**src/rtl/loadable_up_timer_if.sv**
```systemverilog
// Bus bundle for loadable_up_timer: control/data inputs and count/status outputs.
// tc_cnt is present only when LOADABLE_UP_TIMER_TC_CNT_EN is defined.
interface loadable_up_timer_if #(
    parameter int WIDTH = 4
);
    logic             load;
    logic [WIDTH-1:0] data;
    logic [WIDTH-1:0] limit;
    logic             en;
    logic [WIDTH-1:0] count;
    logic             tc;
    logic             busy;
`ifdef LOADABLE_UP_TIMER_TC_CNT_EN
    logic [7:0]       tc_cnt;
`endif

    modport master (
        output load, data, limit, en,
`ifdef LOADABLE_UP_TIMER_TC_CNT_EN
        input  tc_cnt,
`endif
        input  count, tc, busy
    );

    modport slave (
        input  load, data, limit, en,
`ifdef LOADABLE_UP_TIMER_TC_CNT_EN
        output tc_cnt,
`endif
        output count, tc, busy
    );
endinterface

```
**src/rtl/loadable_up_timer.sv**
```systemverilog
// Loadable up-counting timer: counts from a loaded start value to a run-time limit, pulses tc,
// then stops (WRAP=0) or wraps to 0 (WRAP=1). Define LOADABLE_UP_TIMER_TC_CNT_EN to add tc_cnt.
module loadable_up_timer #(
    parameter int WIDTH = 4,
    parameter bit WRAP  = 1'b0
) (
    input logic                clk,
    input logic                rst,
    loadable_up_timer_if.slave bus
);
    typedef enum logic [1:0] {
        IDLE = 2'd0,
        RUN  = 2'd1,
        DONE = 2'd2
    } state_e;

    state_e           state_q, state_d;
    logic [WIDTH-1:0] count_q, count_d;
    logic             tc_q, tc_d;
    logic             busy_q, busy_d;
    logic [WIDTH-1:0] count_inc;

    assign count_inc = count_q + 1'b1;

    always_comb begin
        // NOTE: every variable gets a default first so no path leaves it unassigned (no latches).
        state_d = state_q;
        count_d = count_q;
        tc_d    = 1'b0;
        if (bus.load) begin
            count_d = bus.data;
            state_d = RUN;
        end else if (state_q == RUN && bus.en) begin
            if (WRAP && count_q == bus.limit) begin
                count_d = '0;
                tc_d    = (bus.limit == '0);
            end else begin
                // Loaded data==limit in one-shot mode lands here too: count on modulo 2^WIDTH.
                count_d = count_inc;
                tc_d    = (count_inc == bus.limit);
                if (!WRAP && tc_d) state_d = DONE;
            end
        end
        busy_d = (state_d == RUN);
    end

    // NOTE: sequential state uses non-blocking assignments so all flops update from pre-edge values.
    always_ff @(posedge clk or posedge rst) begin
        if (rst) begin
            state_q <= IDLE;
            count_q <= '0;
            tc_q    <= 1'b0;
            busy_q  <= 1'b0;
        end else begin
            state_q <= state_d;
            count_q <= count_d;
            tc_q    <= tc_d;
            busy_q  <= busy_d;
        end
    end

    assign bus.count = count_q;
    assign bus.tc    = tc_q;
    assign bus.busy  = busy_q;

`ifdef LOADABLE_UP_TIMER_TC_CNT_EN
    logic [7:0] tc_cnt_q, tc_cnt_d;

    always_comb begin
        tc_cnt_d = tc_cnt_q;
        if (bus.load)                       tc_cnt_d = 8'd0;
        else if (tc_d && tc_cnt_q != 8'hFF) tc_cnt_d = tc_cnt_q + 8'd1;
    end

    always_ff @(posedge clk or posedge rst) begin
        if (rst) tc_cnt_q <= 8'd0;
        else     tc_cnt_q <= tc_cnt_d;
    end

    assign bus.tc_cnt = tc_cnt_q;
`endif
endmodule

```
**src/flat_wrapper.sv**
```systemverilog
// flat-port wrapper written by rule: the top's interface ports become plain ports
module loadable_up_timer_flat 
#(
    parameter int WIDTH = 4,
    parameter bit WRAP  = 1'b0
)
  (clk, rst, bus_load, bus_data, bus_limit, bus_en, bus_count, bus_tc, bus_busy);
  loadable_up_timer_if #(.WIDTH(WIDTH)) bus_i ();
  input logic clk;
  input logic rst;
  input wire logic [$bits(bus_i.load)-1:0] bus_load;
  input wire logic [$bits(bus_i.data)-1:0] bus_data;
  input wire logic [$bits(bus_i.limit)-1:0] bus_limit;
  input wire logic [$bits(bus_i.en)-1:0] bus_en;
  output wire logic [$bits(bus_i.count)-1:0] bus_count;
  output wire logic [$bits(bus_i.tc)-1:0] bus_tc;
  output wire logic [$bits(bus_i.busy)-1:0] bus_busy;
  assign bus_i.load = bus_load;
  assign bus_i.data = bus_data;
  assign bus_i.limit = bus_limit;
  assign bus_i.en = bus_en;
  assign bus_count = bus_i.count;
  assign bus_tc = bus_i.tc;
  assign bus_busy = bus_i.busy;
  loadable_up_timer #(.WIDTH(WIDTH), .WRAP(WRAP)) u_core (.clk(clk), .rst(rst), .bus(bus_i));
endmodule
```
**config.mk**
```make
export PLATFORM = sky130hd
export DESIGN_NAME = loadable_up_timer_flat
export DESIGN_NICKNAME = d
export VERILOG_FILES = /design/src/rtl/loadable_up_timer_if.sv /design/src/rtl/loadable_up_timer.sv /design/src/flat_wrapper.sv
export SDC_FILE = /design/constraint.sdc
export NUM_CORES = 1
export LEC_CHECK = 0
export ABC_AREA = 1
export ABC_CLOCK_PERIOD_IN_PS = 1300
export CORE_MARGIN = 3
export CORE_UTILIZATION = 37
export CTS_CLUSTER_DIAMETER = 60
export DETAILED_ROUTE_END_ITERATION = 12
export PLACE_DENSITY = 0.71
export SLEW_MARGIN = 20
export SYNTH_ARGS = -nofsm -noshare
export SYNTH_HDL_FRONTEND = slang
export SYNTH_SLANG_ARGS = --single-unit
```
**constraint.sdc**
```tcl
create_clock -name clk -period 1.3 [get_ports clk]
set_input_delay 0.39 -clock clk [delete_from_list [all_inputs] [get_ports clk]]
set_output_delay 0.39 -clock clk [all_outputs]
set_load 0.005 [all_outputs]
```
**Word level (Yosys, flattened, before mapping)**

Index checks and enable logic that the tools add are counted.

- Input port bits: 12
- Output and inout port bits: 6
- Register bits: 8
- Word-level logic and storage cells: 17

- Add/subtract/negate cells: 1
- Reduce and logical (&&, ||, !) cells: 2
- Muxes and demuxes: 7
- Eq/ne operators: 3

Operators with widths:

| kind | number |
|---|---|
| 4-bit two-way mux | 2 |
| 2-bit two-way mux | 3 |
| 4-bit by 1-bit adder with 4-bit output (second input constant) | 1 |
| 2-bit by 1-bit equality test with 1-bit output (second input constant) | 2 |
| 4-bit equality test | 1 |
| 1-bit two-way mux | 2 |
| 2-bit nonzero test | 1 |
| 1-bit logical AND | 1 |

**Depth between registers and ports, before layout**

Gate-level depths: netlist of the first run.

- Depth in word-level cells: 6
- Gate-level depth with buffers: 10
- Gate-level depth less buffers: 10

**Least setup slack after synthesis of the first run**

Ideal clock, no wire load.

- Path type: reg2reg
- Start point: register u_core.count_q[0], in the netlist u_core.bus.count[0]
- End point: register u_core.state_q[0]
- Cell stages (with the launch flop): 10
- Setup time: 0.114 ns
- Buffers on the path: 0
- Data required time: 1.186 ns
- Data arrival time: 1.244 ns
- Path slack: -0.058 ns
- Path through: dfrtp_1 ha_1 inv_1 nand2_1 nand2_1 nand3_2 nor2_2 nand2_2 nand2_2 inv_1

- Longest elaborated chain between the ends: 5

RTL lines:

| what | line | source |
|---|---|---|
| from (decl) | loadable_up_timer.sv:18 | `logic [WIDTH-1:0] count_q, count_d;` |
| from (signal assigned) | loadable_up_timer.sv:56 | `count_q <= count_d;` |
| 4-bit by 1-bit adder with 4-bit output | loadable_up_timer.sv:23 | `assign count_inc = count_q + 1'b1;` |
| 4-bit equality test | loadable_up_timer.sv:40 | `tc_d = (count_inc == bus.limit);` |
| 2-bit two-way mux | loadable_up_timer.sv:41 | `if (!WRAP && tc_d) state_d = DONE;` |
| 2-bit two-way mux | loadable_up_timer.sv:33 | `end else if (state_q == RUN && bus.en) begin` |
| 2-bit two-way mux | loadable_up_timer.sv:30 | `if (bus.load) begin` |
| net u_core.state_d[0] | loadable_up_timer.sv:17 | `state_e state_q, state_d;` |
| to (signal assigned) | loadable_up_timer.sv:55 | `state_q <= state_d;` |
| to (decl) | loadable_up_timer.sv:17 |  |

The timed path passes the listed nets, and every way through them passes these cells.
A chain may end at the register's enable or synchronous reset.

**Final worst setup path of the first run**

- Start point: register u_core.count_q[1], in the netlist u_core.bus.count[1]
- End point: register u_core.state_q[0]

Same word-level chain as after synthesis.

==> results of run 1 <==
[path summary, 6_finish.rpt]
kind	endpoint	startpoint	depth (start not counted)
worst max-delay path	u_core.state_q[0]	u_core.bus.count[1]	10
worst min-delay path	u_core.bus.busy	rst	2
worst max register to register	u_core.state_q[0]	u_core.bus.count[1]	10
worst min register to register	u_core.bus.count[2]	u_core.bus.count[2]	3
max in group asynchronous	u_core.bus.count[0]	rst	2
min in group clk	u_core.bus.count[2]	u_core.bus.count[2]	3
[cells in the final DEF (no fill, tap or decap), drive strengths merged]
master / n
dlymetal6s2s: 2
nor2: 4
o21ai: 1
nor3: 1
o211ai: 3
nand3b: 2
dlygate4sd2: 5
clkbuf: 4
dfrtp: 8
nand3: 3
ha: 1
a31oi: 1
nand4: 1
inv: 13
clkdlybuf4s50: 9
buf: 15
nand2: 27
[cell type report]
class,instances,area (um^2),area share
Timing Repair Buffer,31,279,0.338
Inverter,13,48.8,0.0591
Sequential cell,8,201,0.244
Multi-Input combinational cell,44,253,0.306
Clock buffer,4,26.3,0.0318
Tap cell,14,17.5,0.0212
[state kept, by name, indices dropped and copies added, names as in the netlist]
signal and cells:
u_core.bus.tc 1, u_core.bus.count 4, u_core.bus.busy 1, u_core.state_q 2
[per-layer routing]
layer | vias up | part of all wire | wire length [um]
met5 | - | 0 | 0
met1 | 240 | 0.43 | 531
met2 | 14 | 0.52 | 645
met3 | 0 | 0.043 | 53
li1 | 273 | - | -
met4 | 0 | 0 | 0
[per-stage QoR]
stage | worst slack (ns) | TNS, ns | util | instances | hold WS, ns
6_report | -0.0733 | -0.191 | 0.705 | 114 | 0.381
4_1_cts | -0.118 | -0.315 | 0.673 | 111 | 0.383
3_3_place_gp | -0.259 | -1.43 | 0.620 | 102 | 0.574
3_5_place_dp | -0.324 | -1.81 | 0.620 | 102 | 0.583
5_1_grt | -0.172 | -0.618 | 0.705 | 114 | 0.396
2_1_floorplan | 0.0126 | 0 | - | 66 | 0.206
[cells by family (layout without fill, tap and decap cells)]
group                      Yosys count  after routing  synth area share
and+or+nand+nor                     38             38             0.375
buffers and inverters               14             48             0.122
DFF                                  8              8             0.408
AOI/OAI and AO/OA                    5              5            0.0689
adders and majority gates            1              1            0.0255
[power groups by stage]
stage                     sequential [W]  combinational (W)  clock (W)
after global placement          0.000294           0.000247          0
after detailed placement        0.000295           0.000250          0
after floorplan                 0.000306           0.000112          0
after global routing            0.000287           0.000352   0.000229
final                           0.000285           0.000319   0.000203
after CTS                       0.000284           0.000291   0.000215
[repair_timing]
item,in CTS,in global routing
setup buffers,5,3
pin swaps,6,5
gates resized for setup,11,7
endpoints found under the setup margin,9,7
[critical path, delay by kind of cell, from the launching register on]
| kind | cells | cell delay, ns |
|---|---|---|
| and+or+nand+nor | 6 | 0.42 |
| DFF | 1 | 0.39 |
| adders and majority gates | 1 | 0.24 |
| buffers and inverters | 3 | 0.22 |
==> out/qor.csv, run 1 <==
stage,metric,value,unit
outcome,status,finished with violations,
outcome,failed_checks,setup timing,
setup_path,cp_max_fo,3,
setup_path,worst_ep_required_time,1.44,ns
synthesis,async_reset_ff_frac,1.00,
layout,stdcell_area,826,um^2
global_route,top_usage_layer,met2,
global_route,grt_pass1_wl,2080,um
synthesis,synth_flop_cell,dfrtp_1,
place,place.gp.congestion,0.766,
clock_tree,root_buffer,clkbuf_4,
floorplanning,fp-row-count,12,
layout,area_growth,68.4,%
clock_tree,ctsHoldBuffers,0,
layout,layout.nets,114,
global_route,first_global_vias,495,
setup_path,crit_path_end_kind,flop,
layout,fillCellCount,100,
route,drt-vias-per-instance,4.62,
clock_tree,path_clk_slew,0.06,ns
power_and_ir_drop,combPwrFrac,0.395,
synthesis,ys_types,16,
synthesis,ys.warnings.count,0,
floorplanning,dieHeight,42.4,um
sta,period_share,1.06,
clock_tree,clock_latency,0.25,ns
power_and_ir_drop,clock_power_share,0.252,
clock_tree,cts_tree,built,
place,io_buffers,17,
route,wl_per_cell,10.8,um
clock_tree,clockBufferDepth,2,
setup_path,cp-start-kind,flop,
global_route,use_met3,0.0644,
power_and_ir_drop,p_leak,0.436,nW
synthesis,ys_ff_latch,8,
power_and_ir_drop,ir_drop,601,uV
global_route,grtUsageMet2,0.249,
place,placed_area,726,um^2
setup_path,path_cells,buf_6 > ha_4 > inv_2 > nand2_2 > nand2_2 > nand3_2 > nor2_2 > nand2_2 > nand2_2 > inv_2,
route,postRouteAntennaNets,0,
synthesis,synth_common_cells,"25 x nand2_1, 13 x inv_1, 8 x dfrtp_1, 3 x o211ai_1",
layout,antenna_cells,0,
floorplanning,initial_core_util,0.419,
global_route,grt_usage,0.151,
power_and_ir_drop,power.total,0.000806,W
route,vias,527,
synthesis,ys_seq_area_frac,0.408,
power_and_ir_drop,p_int,0.000567,W
sta,rsz0062_at_grt,true,
power_and_ir_drop,switching_power,0.000239,W
setup_path,arrival,1.52,ns
global_route,grt_max_degree,9,
synthesis,synthCells,66,
clock_tree,cts_max_level,1,
sta,slew_viol_final,0,
sta,fin_skew,0.00836,ns
layout,layout-drive-gt1-share,0.320,
synthesis,synth_top_area_cell,dfrtp_1,
power_and_ir_drop,power_density,976,mW/mm^2
synthesis,syn_area,490,um^2
global_route,met1_usage,0.188,
synthesis,synth.most_common_cell,nand2_1,
setup_path,cpMostUsedCell,nand2_2,
floorplanning,fp.coreArea,0.00117,mm^2
sta,setup_violations,4,
synthesis,synth-edff-count,0,
sta,hold_viol_final,0,
clock_tree,cts_num_sinks,8,
setup_path,path_class,reg2reg,
setup_path,r2r_setup_slack,-0.07,ns
synthesis,syn_avg_cell_area,7.43,um^2
route,dr.pass1.iters,4,
power_and_ir_drop,swShare,0.297,
setup_path,slowest_stage,dfrtp_1,
hold_path,hold_class,in2async,
route,routed_wl,1230,um
floorplanning,die_area,0.00180,mm^2
sta,fmax,0.728,GHz
place,dp_hpwl,896,um
synthesis,synth_nets,79,
sta,max_slew_margin,0.787,
sta,period_needed,1.37,ns
sta,worstMarginPinSlew,0.319,ns
clock_tree,cts_inserted_buffers,3,
power_and_ir_drop,seq_power_share,0.353,
synthesis,yosysTopAreaCellShare,0.408,
route,drc,0,
setup_path,slowest_delay,0.39,ns
floorplanning,io_pins,18,
job,drv_cap,0,
global_route,gr-total-overflow,0,
sta,setup_ws,-0.0733,ns
synthesis,yosys-top-cells-area,"dfrtp_1 41%, nand2_1 19%, inv_1 9.9%",
route,drt-initial-drc-count,10,
floorplanning,die_x,42.4,um
global_route,antenna_found_initial,0,
(Power assumes the default switching activity.)
==> run 2: changes to the inputs <==
- ABC_CLOCK_PERIOD_IN_PS: 1300 -> 1200
- REMOVE_ABC_BUFFERS: unset -> 1
- clock period: 1.3 -> 1.2 ns (I/O delays scaled with it)
==> run 2 against run 1 <==
Highest routed layer unchanged. Sequential power up 10%. Global-route usage increased by 0.18 points. Core utilization decreased by 1.2 points. Sequential share of layout area grew 0.26 points. The run still ends with setup timing left. Die area stayed put. Design area is 1.7% lower.
==> out/qor.csv, run 2 (synthesized netlist as in run 1, its figures left out) <==
stage,metric,value,unit
global_route,grt_max_degree,9,
layout,fillCellCount,93,
power_and_ir_drop,p_leak,0.410,nW
global_route,antenna_found_initial,0,
setup_path,cp-start-kind,flop,
global_route,gr-total-overflow,0,
layout,final_cell_mix,"19 x nand2_1, 12 x inv_1, 9 x clkdlybuf4s50_1, 9 x buf_4",
power_and_ir_drop,power_density,1060,mW/mm^2
setup_path,path_class,reg2reg,
setup_path,crit_path_end_kind,flop,
hold_path,hold_class,in2async,
setup_path,cp_max_fo,3,
place,io_buffers,17,
layout,largest_reg_flops,4,
route,dr.pass1.iters,4,
layout,layout.nets,112,
sta,hold_ws,0.355,ns
layout,multi_input_area,268,um^2
sta,setup_ws,-0.128,ns
clock_tree,root_buffer,clkbuf_4,
power_and_ir_drop,ir_drop,710,uV
sta,rsz0062_at_grt,true,
clock_tree,clock_latency,0.25,ns
place,place_ws,-0.363,ns
sta,slew_viol_final,0,
layout,area_growth,65.6,%
sta,max_slew_margin,0.788,
outcome,status,finished with violations,
clock_tree,cts_num_sinks,8,
setup_path,worstSetupStartpoint,u_core.bus.count[0],
layout,seq_area,200,um^2
clock_tree,cts_inserted_buffers,3,
floorplanning,die_area,0.00180,mm^2
clock_tree,cts_tree,built,
route,routed_wl,1290,um
route,vias,531,
clock_tree,cts_max_level,1,
outcome,failed_checks,setup timing,
route,drt-initial-drc-count,5,
layout,final_common_cell,nand2_1,
sta,hold_viol_final,0,
floorplanning,die_x,42.4,um
sta,setup_violations,5,
floorplanning,fp.coreArea,0.00117,mm^2
route,postRouteAntennaNets,0,
place,dp_hpwl,970,um
floorplanning,initial_core_util,0.419,
layout,antenna_cells,0,
global_route,first_global_vias,502,
route,wl_per_cell,11.6,um
sta,period_share,1.11,
clock_tree,path_clk_slew,0.06,ns
clock_tree,clockBufferDepth,2,
place,place.gp.congestion,0.780,
setup_path,arrival,1.47,ns
global_route,grt_usage,0.153,
sta,fin_skew,0.00174,ns
route,drc,0,
setup_path,worst_ep_required_time,1.34,ns
layout,layout-drive-gt1-share,0.361,
sta,worstMarginPinSlew,0.318,ns
floorplanning,fp-row-count,12,
floorplanning,io_pins,18,
sta,period_needed,1.33,ns
setup_path,r2r_start,u_core.bus.count[0],
route,drt-vias-per-instance,4.78,
sta,fmax,0.753,GHz
floorplanning,dieHeight,42.4,um
job,drv_cap,0,
power_and_ir_drop,power.total,0.000863,W
global_route,grt_pass1_wl,2130,um
==> run 2: through the flow <==
stage	utilization	cell area (um^2)	setup TNS, ns	std cells
after floorplan	-	479	-0.460	65
after global placement	0.640	749	-2.26	107
after detailed placement	0.640	749	-2.45	107
after CTS	0.693	812	-0.631	112
after global routing	0.693	812	-0.755	111
final	0.693	812	-0.429	111
==> run 2: area by class of cell <==
type,count,share of cell area
well taps,14,0.0216
flip-flops and latches,8,0.247
inverters,13,0.0601
clock buffers,3,0.0277
multi-input cells,44,0.330
repair buffers,29,0.314
==> run 2: path summary, 6_finish.rpt <==
path | end | slack (ns) | cells past startpoint
min in group clk | u_core.bus.count[3] | 0.61 | 3
setup / recovery | u_core.state_q[0] | -0.13 | 9
hold / removal | u_core.bus.count[2] | 0.35 | 2
setup reg to reg | u_core.state_q[0] | -0.13 | 9
max in group asynchronous | u_core.bus.tc | 0.61 | 2
hold reg to reg | u_core.bus.count[3] | 0.61 | 3
==> run 2: worst max-delay path: stages, from the launching register on <==
cell	delay, ns
dfrtp_1	0.42
ha_4	0.26
inv_2	0.06
nand2_2	0.05
nand2_2	0.07
nand3_2	0.08
nor2_2	0.10
nand2_2	0.08
nand2_2	0.07
inv_1	0.04
==> run 2: what timing repair did <==
| item | CTS | global route |
|---|---|---|
| gates resized for setup | 26 | 9 |
| buffers inserted | 2 | 0 |
| hold buffers | 0 | 0 |
| endpoints found under the setup margin | 13 | 9 |
| pin swaps | 8 | 6 |
==> run 2: where the power goes <==
part	internal, W	switching, W	total (W)
registers	0.000294	0.0000198	0.000314
clock network	0.000114	0.0000910	0.000205
logic	0.000189	0.000155	0.000344
==> run 2: per-layer routing <==
layer	GRT usage	share of wire
met5	0	0
met2	0.258	0.53
met1	0.191	0.43
met3	0.0472	0.036
met4	0.0311	0
